## src/rtl/exmem_pkg.sv

```systemverilog
// exmem_pkg
//   Shared definitions for the EX/MEM pipeline stage register.
//   - Default payload/control widths.
//   - entry_t: one EX/MEM entry at default widths. Field order matches the
//     flat packing used inside exmem_pipe_reg.
//   - NOP_ENTRY: the all-zero bubble entry.
//   - is_bubble(): an entry whose MEM control field is zero is stored as a NOP.
//     The argument is a wide, zero-extended control field, so one function
//     serves any CW up to CTRL_MAX_W.
package exmem_pkg;

  localparam int DEF_DW     = 16;
  localparam int DEF_BW     = 8;
  localparam int DEF_CW     = 4;
  localparam int DEF_FW     = 4;
  localparam int DEF_BCW    = 16;
  localparam int CTRL_MAX_W = 32;

  typedef struct packed {
    logic [DEF_DW-1:0] upper;
    logic [DEF_DW-1:0] lower;
    logic [DEF_DW-1:0] word;
    logic [DEF_BW-1:0] data_byte;
    logic [DEF_FW-1:0] fwd;
    logic [DEF_CW-1:0] ctrl_w;
    logic [DEF_CW-1:0] ctrl_m;
  } entry_t;

  localparam entry_t NOP_ENTRY = '0;

  function automatic logic is_bubble(input logic [CTRL_MAX_W-1:0] ctrl_m);
    return (ctrl_m == '0);
  endfunction

endpackage

```

## src/rtl/exmem_slot.sv

```systemverilog
// exmem_slot
//   One entry register with a valid flag. Clear wins over load. The data
//   register is zeroed on clear so that a dropped entry leaves nothing behind.
// Ports:
//   clk      clock (rising edge)
//   rst      asynchronous reset, active low
//   i_load   capture i_data and set valid
//   i_clear  drop the entry (valid = 0, data = 0)
//   i_data   entry to capture
//   o_valid  entry present
//   o_data   stored entry
module exmem_slot
  import exmem_pkg::*;
#(
  parameter int EW = $bits(entry_t)
) (
  input  logic          clk,
  input  logic          rst,
  input  logic          i_load,
  input  logic          i_clear,
  input  logic [EW-1:0] i_data,
  output logic          o_valid,
  output logic [EW-1:0] o_data
);

  logic          r_valid;
  logic [EW-1:0] r_data;

  always_ff @(posedge clk or negedge rst) begin
    if (!rst) begin
      r_valid <= 1'b0;
      r_data  <= '0;
    end else if (i_clear) begin
      r_valid <= 1'b0;
      r_data  <= '0;
    end else if (i_load) begin
      r_valid <= 1'b1;
      r_data  <= i_data;
    end
  end

  assign o_valid = r_valid;
  assign o_data  = r_data;

endmodule

```

## src/rtl/exmem_pipe_reg.sv

```systemverilog
// exmem_pipe_reg
//   EX/MEM pipeline stage register with a valid/ready handshake, synchronous
//   flush, NOP-bubble insertion (entry with zero MEM control is stored as an
//   all-zero entry) and a saturating bubble counter.
//   Build option: define EXMEM_SKID_EN for a two-entry (main + skid) stage
//   whose in_ready depends only on state and flush. Otherwise the stage holds
//   a single entry and in_ready is combinational from out_ready.
// Ports:
//   clk, rst (async, active low), flush (synchronous, drops all entries)
//   in_valid/in_ready plus in_upper/lower/word/byte/fwd/ctrl_w/ctrl_m  EX side
//   out_valid/out_ready plus out_* fields (zero when out_valid = 0)     MEM side
//   bubble_cnt  bubbles inserted since reset, saturating
module exmem_pipe_reg
  import exmem_pkg::*;
#(
  parameter int DW  = DEF_DW,
  parameter int BW  = DEF_BW,
  parameter int CW  = DEF_CW,
  parameter int FW  = DEF_FW,
  parameter int BCW = DEF_BCW
) (
  input  logic           clk,
  input  logic           rst,
  input  logic           flush,
  input  logic           in_valid,
  output logic           in_ready,
  input  logic [DW-1:0]  in_upper,
  input  logic [DW-1:0]  in_lower,
  input  logic [DW-1:0]  in_word,
  input  logic [BW-1:0]  in_byte,
  input  logic [FW-1:0]  in_fwd,
  input  logic [CW-1:0]  in_ctrl_w,
  input  logic [CW-1:0]  in_ctrl_m,
  output logic           out_valid,
  input  logic           out_ready,
  output logic [DW-1:0]  out_upper,
  output logic [DW-1:0]  out_lower,
  output logic [DW-1:0]  out_word,
  output logic [BW-1:0]  out_byte,
  output logic [FW-1:0]  out_fwd,
  output logic [CW-1:0]  out_ctrl_w,
  output logic [CW-1:0]  out_ctrl_m,
  output logic [BCW-1:0] bubble_cnt
);

  localparam int EW = 3*DW + BW + FW + 2*CW;

  logic [CTRL_MAX_W-1:0] w_ctrl_m_ext;
  logic                  w_in_bubble;
  logic [EW-1:0]         w_in_entry;
  logic                  w_accept;
  logic                  w_consume;
  logic                  w_main_valid;
  logic                  w_main_load;
  logic                  w_main_clear;
  logic [EW-1:0]         w_main_d;
  logic [EW-1:0]         w_main_data;
  logic [EW-1:0]         w_out_entry;
  logic [BCW-1:0]        r_bubble_cnt;

  assign w_ctrl_m_ext = CTRL_MAX_W'(in_ctrl_m);
  assign w_in_bubble  = is_bubble(w_ctrl_m_ext);
  assign w_in_entry   = w_in_bubble ? EW'(NOP_ENTRY)
                                    : {in_upper, in_lower, in_word, in_byte,
                                       in_fwd, in_ctrl_w, in_ctrl_m};

  // in_ready already carries !flush, so no accept can happen in a flush cycle.
  assign w_accept  = in_valid && in_ready;
  assign w_consume = w_main_valid && out_ready;

`ifdef EXMEM_SKID_EN
  logic          w_skid_valid;
  logic          w_skid_load;
  logic          w_skid_clear;
  logic [EW-1:0] w_skid_data;

  // Depends only on the skid flag and flush: no path from out_ready.
  assign in_ready = !w_skid_valid && !flush;

  // While skid is full in_ready is low, so main refills either from skid
  // (skid full) or from the input (skid empty), never both.
  assign w_main_load  = (w_accept && (!w_main_valid || w_consume)) ||
                        (w_consume && w_skid_valid);
  assign w_main_d     = w_skid_valid ? w_skid_data : w_in_entry;
  assign w_main_clear = flush || (w_consume && !w_skid_valid && !w_accept);

  // Input lands in skid only when main is occupied and not leaving.
  assign w_skid_load  = w_accept && w_main_valid && !w_consume;
  assign w_skid_clear = flush || (w_consume && w_skid_valid);

  exmem_slot #(.EW(EW)) u_skid (
    .clk     (clk),
    .rst     (rst),
    .i_load  (w_skid_load),
    .i_clear (w_skid_clear),
    .i_data  (w_in_entry),
    .o_valid (w_skid_valid),
    .o_data  (w_skid_data)
  );
`else
  assign in_ready     = (out_ready || !w_main_valid) && !flush;
  assign w_main_load  = w_accept;
  assign w_main_d     = w_in_entry;
  // Accept together with consume replaces the entry in place.
  assign w_main_clear = flush || (w_consume && !w_accept);
`endif

  exmem_slot #(.EW(EW)) u_main (
    .clk     (clk),
    .rst     (rst),
    .i_load  (w_main_load),
    .i_clear (w_main_clear),
    .i_data  (w_main_d),
    .o_valid (w_main_valid),
    .o_data  (w_main_data)
  );

  always_ff @(posedge clk or negedge rst) begin
    if (!rst) begin
      r_bubble_cnt <= '0;
    end else if (w_accept && w_in_bubble && (r_bubble_cnt != '1)) begin
      r_bubble_cnt <= r_bubble_cnt + 1'b1;
    end
  end

  assign w_out_entry = w_main_valid ? w_main_data : '0;
  assign {out_upper, out_lower, out_word, out_byte,
          out_fwd, out_ctrl_w, out_ctrl_m} = w_out_entry;
  assign out_valid   = w_main_valid;
  assign bubble_cnt  = r_bubble_cnt;

endmodule

```

## config.mk

```make
export PLATFORM = sky130hd
export DESIGN_NAME = exmem_pipe_reg
export DESIGN_NICKNAME = d
export VERILOG_FILES = /design/src/rtl/exmem_pkg.sv /design/src/rtl/exmem_slot.sv /design/src/rtl/exmem_pipe_reg.sv
export SDC_FILE = /design/constraint.sdc
export NUM_CORES = 1
export LEC_CHECK = 0
export ABC_AREA = 0
export BUFFER_PORTS_ARGS = -buffer_cell sky130_fd_sc_hd__buf_2
export CAP_MARGIN = 40
export CORE_MARGIN = 2
export CORE_UTILIZATION = 54
export DETAILED_ROUTE_END_ITERATION = 6
export PLACE_DENSITY_LB_ADDON = 0.1
export SLEW_MARGIN = 10
export SYNTH_ARGS = -nofsm -noshare
export SYNTH_HDL_FRONTEND = slang
export SYNTH_HIERARCHICAL = 1
export SYNTH_SLANG_ARGS = --single-unit
```

## constraint.sdc

```tcl
create_clock -name clk -period 4.3 [get_ports clk]
set_clock_uncertainty 0.1 [all_clocks]
set_input_delay 0.645 -clock clk [delete_from_list [all_inputs] [get_ports clk]]
set_output_delay 0.645 -clock clk [all_outputs]
set_load 0.02 [all_outputs]
```

### Yosys cells after proc, flatten, opt, wreduce, memory -nomap -nowiden

Cells that the tools add are included.

* bits in registers: 85
* output and inout bits: 86

* $add $sub $neg: 1
* equal/unequal tests: 1
* multiplexer cells: 6
* reductions and logical operators: 13

Operators with widths (count)
* 68-bit two-way mux: 4
* 32-bit logical NOT: 1
* 16-bit by 1-bit adder with 16-bit output, second input constant: 1
* 16-bit inequality test, second input constant: 1
* 1-bit logical AND: 6
* 1-bit logical NOT: 3
* 1-bit logical OR: 2
* 1-bit two-way mux: 2
* 2-bit nonzero test: 1

### Logic depth before layout (Yosys ltp)

* word-level depth: 8
* gate-level depth with buffers: 8
* mapped depth without buffers: 6

### Modules after synthesis

The synthesis kept the hierarchy.

Modules (own cells, without submodules)
* exmem_slot: times used 1, cells an instance 223, area each 2778.9 um^2, seq. area each 1726.7 um^2
* exmem_pipe_reg: times used 1, cells an instance 225, area each 1736.7 um^2, seq. area each 400.4 um^2

### Least setup slack after synthesis

Ideal clock, no wire load.

* path kind: input-to-reg
* start point: input port out_ready
* end point: register u_main.r_data[55] (netlist: u_main/o_data[55])
* setup time: 0.121 ns
* data arrival time: 1.807 ns
* path slack: 2.272 ns
* stages on the path: 8
* buffers on the path: 3
* path through: nor2b_1 -> nor2_1 -> and2_1 -> buf_4 -> buf_8 -> buf_8 -> mux2i_1 -> nor2_1

* word-level cells in the longest chain between the ends: 7
* elaborated cells on any way between the ends: 9

RTL lines
* start, declared: line exmem_pipe_reg.sv:35 `input logic out_ready,`
* 1-bit logical OR *: line exmem_pipe_reg.sv:101 `assign in_ready = (out_ready || !w_main_valid) && !flush;`
* 1-bit logical AND *: line exmem_pipe_reg.sv:101
* named net in_ready: line exmem_pipe_reg.sv:26 `output logic in_ready,`
* 1-bit logical AND *: line exmem_pipe_reg.sv:68 `assign w_accept = in_valid && in_ready;`
* named net w_accept: line exmem_pipe_reg.sv:51 `logic w_accept;`
* 1-bit logical NOT: line exmem_pipe_reg.sv:105 `assign w_main_clear = flush || (w_consume && !w_accept);`
* 1-bit logical AND: line exmem_pipe_reg.sv:105
* 1-bit logical OR: line exmem_pipe_reg.sv:105
* 68-bit two-way mux / 2-bit nonzero test (equally long branches)
* end signal, assigned: line exmem_slot.sv:38 `r_data <= i_data;`
* end, declared: line exmem_slot.sv:27 `logic [EW-1:0] r_data;`

Mark *: on every way through the listed nets, which the timed path passes. The rest lies on a longest branch.
A chain may end at the register's enable or synchronous reset.

### Worst setup path after layout

* start point: register u_main.r_valid (netlist: u_main/o_valid)
* end point: register u_main.r_data[15] (netlist: u_main/o_data[15])

* word-level cells in the longest chain between the ends: 8
* elaborated cells on any way between the ends: 10

RTL lines
* start, declared: line exmem_slot.sv:26 `logic r_valid;`
* start signal, assigned: line exmem_slot.sv:31 `r_valid <= 1'b0;`
* start signal, assigned: line exmem_slot.sv:34 `r_valid <= 1'b0;`
* start signal, assigned: line exmem_slot.sv:37 `r_valid <= 1'b1;`
* 1-bit logical NOT *: line exmem_pipe_reg.sv:101
* 1-bit logical OR *: line exmem_pipe_reg.sv:101
* 1-bit logical AND *: line exmem_pipe_reg.sv:101
* 1-bit logical AND *: line exmem_pipe_reg.sv:68
* named net w_accept: line exmem_pipe_reg.sv:51
* 1-bit logical NOT: line exmem_pipe_reg.sv:105
* 1-bit logical AND: line exmem_pipe_reg.sv:105
* 1-bit logical OR: line exmem_pipe_reg.sv:105
* 68-bit two-way mux / 2-bit nonzero test (equally long branches)

Marks and branches as above.

==> reports/qor.yml <==
worstPathCellList: "buf_16 -> nor2b_1 -> nor2_1 -> and2_4 -> buf_12 -> mux2i_1 -> nor2_1"
synthesis.area_sq_um: 4520
root_buffer: "sky130_fd_sc_hd__clkbuf_8"
pin_count: 159
gpl.final_weighted_congestion: 0.805
clock_network_latency_to_the_later_pin_of_the_worst_skew_pair_ns: 0.35
setup.worst_path.class: "flip-flop to flip-flop"
final.period_utilization: 0.616
synth.top_cells.by_count: "sky130_fd_sc_hd__dfrtp_1 (85), sky130_fd_sc_hd__nor2_1 (76), sky130_fd_sc_hd__and2_1 (69), sky130_fd_sc_hd__mux2i_1 (68), sky130_fd_sc_hd__nor2b_1 (65)"
post_drt_wl_per_cell_um: 14.3
worstHoldPathType: "input port to async pin"
synth.ff_latch_count: 85
tritoncts_clock_tree: "done"
initial_utilization: 0.552
placedCellCount: 683
fin_cells: 699
synth_cell_type_count: 29
postCtsSetupBuffers: 0
core_sq_um: 8180
track_usage: 0.220
ys_top_cells_by_area: "sky130_fd_sc_hd__dfrtp_1 (47%), sky130_fd_sc_hd__mux2i_1 (15%), sky130_fd_sc_hd__and2_1 (9.6%)"
synth_top_cell_by_area: "sky130_fd_sc_hd__dfrtp_1"
cts_htree_levels: 3
largest_net_degree_at_the_start_of_global_routing: 55
layout-drive-gt1-share: 0.320
first_pass_iters: 4
drt_wl_total_um: 9990
final.hold.worst_slack_ns: 0.227
grt_pass1_vias: 3290
multi_input_comb_area_sq_um: 2220
die-height_um: 95.4
timing.slew.headroom: 0.529
critical_path_buf_inv_count: 2
seq_area_frac_synth: 0.471
number_of_rows_created_at_floorplan: 33
drt_iter0_markers: 100
timing.critical_path.mode_cell: "sky130_fd_sc_hd__nor2_1"
avgSynthCellArea_sq_um: 10.1
slowest_stage: "sky130_fd_sc_hd__and2_4"
end_kind: "flip-flop"
cp_data_arrival_time_ns: 2.77
power_density_normalized_to_cell_area_nw_per_um2: 307
worst_pin_slew_ns: 0.707
placement.io_buffers: 158
setup_viol: 0
synth-edff-count: 0
drtAntennaViolNets: 0
clock-sinks: 85
post-route-worst-setup-slack_ns: 1.65
via_count: 3528
design.final.nets: 663
tns_ns: 0
cts.reportedPaths.clkPinSlew_ns: 0.08
peakVddDrop_uv: 171
cts_resized: 0
dieWidth_um: 95.4
power.leakage_uw: 0.00296
register_area_sq_um: 2130
yosysMostFrequentCell: "sky130_fd_sc_hd__dfrtp_1"
max_cap_violations: 0
initial_antenna_violation_count: 0
synth.top_cell.area_share: 0.471
rsz_0062_raised_after_global_routing: "false"
critPathLaunchType: "flip-flop"
cp_data_required_time_ns: 4.42
postSynthNetCount: 522
hold_viol: 0
detailed_place_hpwl_um: 6770
numCtsBuffers: 9
fmaxAchievable_ghz: 0.377
ant_diodes: 0
critPathMaxStageDelay_ns: 0.64
final.fill_count: 687
design.die.area_sq_um: 9110
grt_first_pass_wirelength_um: 15500
drv_slew: 0
timing.critical_path.fanout_max: 40
hold_buffers: 0
min_period_ns: 2.65
number_of_cells_produced_by_synthesis: 448
cpLargestDelayFamily: "simple AND/OR/NAND/NOR gates"
viasPerCell: 5.05
area_delta_synth_final_pct: 23.2
dominantRegCellSynth: "sky130_fd_sc_hd__dfrtp_1"
clockBufferDepth: 2
run_status: "completed"
yosys_warnings: 6
remaining_drc_errors: 0
design_power_total_uw: 1710
dp_slack_ns: 1.66
global_route.overflow_total: 0
asyncSetResetFlopFracSynth: 1.00
==> per-layer routing <==
layer  up-vias  track usage  wire length, um
li1       1712            -                -
met1      1684        0.279             4320
met2       115        0.361             4690
met3        17       0.0601              769
met4         0       0.0821              204
met5         -            0                0
==> stage by stage <==
stage                     utilization  cell area (sq um)
after floorplan                     -               4520
after global placement          0.652               5330
after detailed placement        0.655               5360
after CTS                       0.680               5560
after global routing            0.680               5560
final                           0.680               5560
==> kinds of logic after synthesis <==
kind of cell    count (synthesis)  synth area share
mux                            70             0.156
fa+ha+maj                       1           0.00277
simple gates                  240             0.299
buf+inv                        36            0.0407
flops                          85             0.471
compound gates                  2           0.00388
xor+xnor                       14            0.0272
==> power breakdown <==
part           leakage, uW  total, uW  internal (uW)  switching (uW)
sequential         0.00116        867            837            29.8
clock             0.000107        597            325             272
combinational      0.00170        246            110             135
==> sequential cells by signal (all words and copies together), names as in the netlist <==
signal and flops:
bubble_cnt 16, u_main/o_data 68, u_main/o_valid 1
==> worst paths after layout <==
kind	to	slack [ns]	cells after the start	start
worst max-delay path	u_main/o_data[15]$_DFFE_PN0P_	1.65	7	u_main/o_valid$_DFFE_PN0P_
worst min-delay path	u_main/o_data[66]$_DFFE_PN0P_	0.23	1	rst
worst max register to register	u_main/o_data[15]$_DFFE_PN0P_	1.65	7	u_main/o_valid$_DFFE_PN0P_
worst min register to register	u_main/o_data[49]$_DFFE_PN0P_	0.42	2	u_main/o_data[49]$_DFFE_PN0P_
max in group asynchronous	u_main/o_data[0]$_DFFE_PN0P_	2.96	2	rst
min in group clk	u_main/o_data[49]$_DFFE_PN0P_	0.42	2	u_main/o_data[49]$_DFFE_PN0P_
==> cell type report <==
class                      count  share of cell area
sequential                    85               0.383
clock inverter                 5              0.0135
timing repair buffer         164               0.157
multi-input combinational    327               0.399
clock buffer                  11              0.0236
tap                          105              0.0236
inverter                       2             0.00135
==> layout by cell type, fill, tap and decap left out, drive strengths merged <==
cell | Yosys | final
buf | 11 | 164
dfrtp | 85 | 85
nor2 | 77 | 77
and2 | 69 | 69
mux2i | 68 | 68
nor2b | 65 | 65
clkbuf | 23 | 11
nand2 | 9 | 9
xnor2 | 7 | 7
xor2 | 7 | 7
nand4 | 5 | 5
nand3 | 4 | 4
clkinv | 0 | 3
nor4 | 2 | 2
nor4b | 2 | 2
and4 | 2 | 2
mux2 | 2 | 2
inv | 2 | 2
bufinv | 0 | 2
nor3 | 2 | 2
o21bai | 1 | 1
and4bb | 1 | 1
nand3b | 1 | 1
nand4bb | 1 | 1
o311a | 1 | 1
ha | 1 | 1
==> worst reg2reg max path: stages, from the launching register on <==
cell,delay (ns)
sky130_fd_sc_hd__dfrtp_2,0.60
sky130_fd_sc_hd__buf_16,0.26
sky130_fd_sc_hd__nor2b_1,0.17
sky130_fd_sc_hd__nor2_1,0.13
sky130_fd_sc_hd__and2_4,0.64
sky130_fd_sc_hd__buf_12,0.32
sky130_fd_sc_hd__mux2i_1,0.25
sky130_fd_sc_hd__nor2_1,0.06
(Power assumes the default switching activity.)
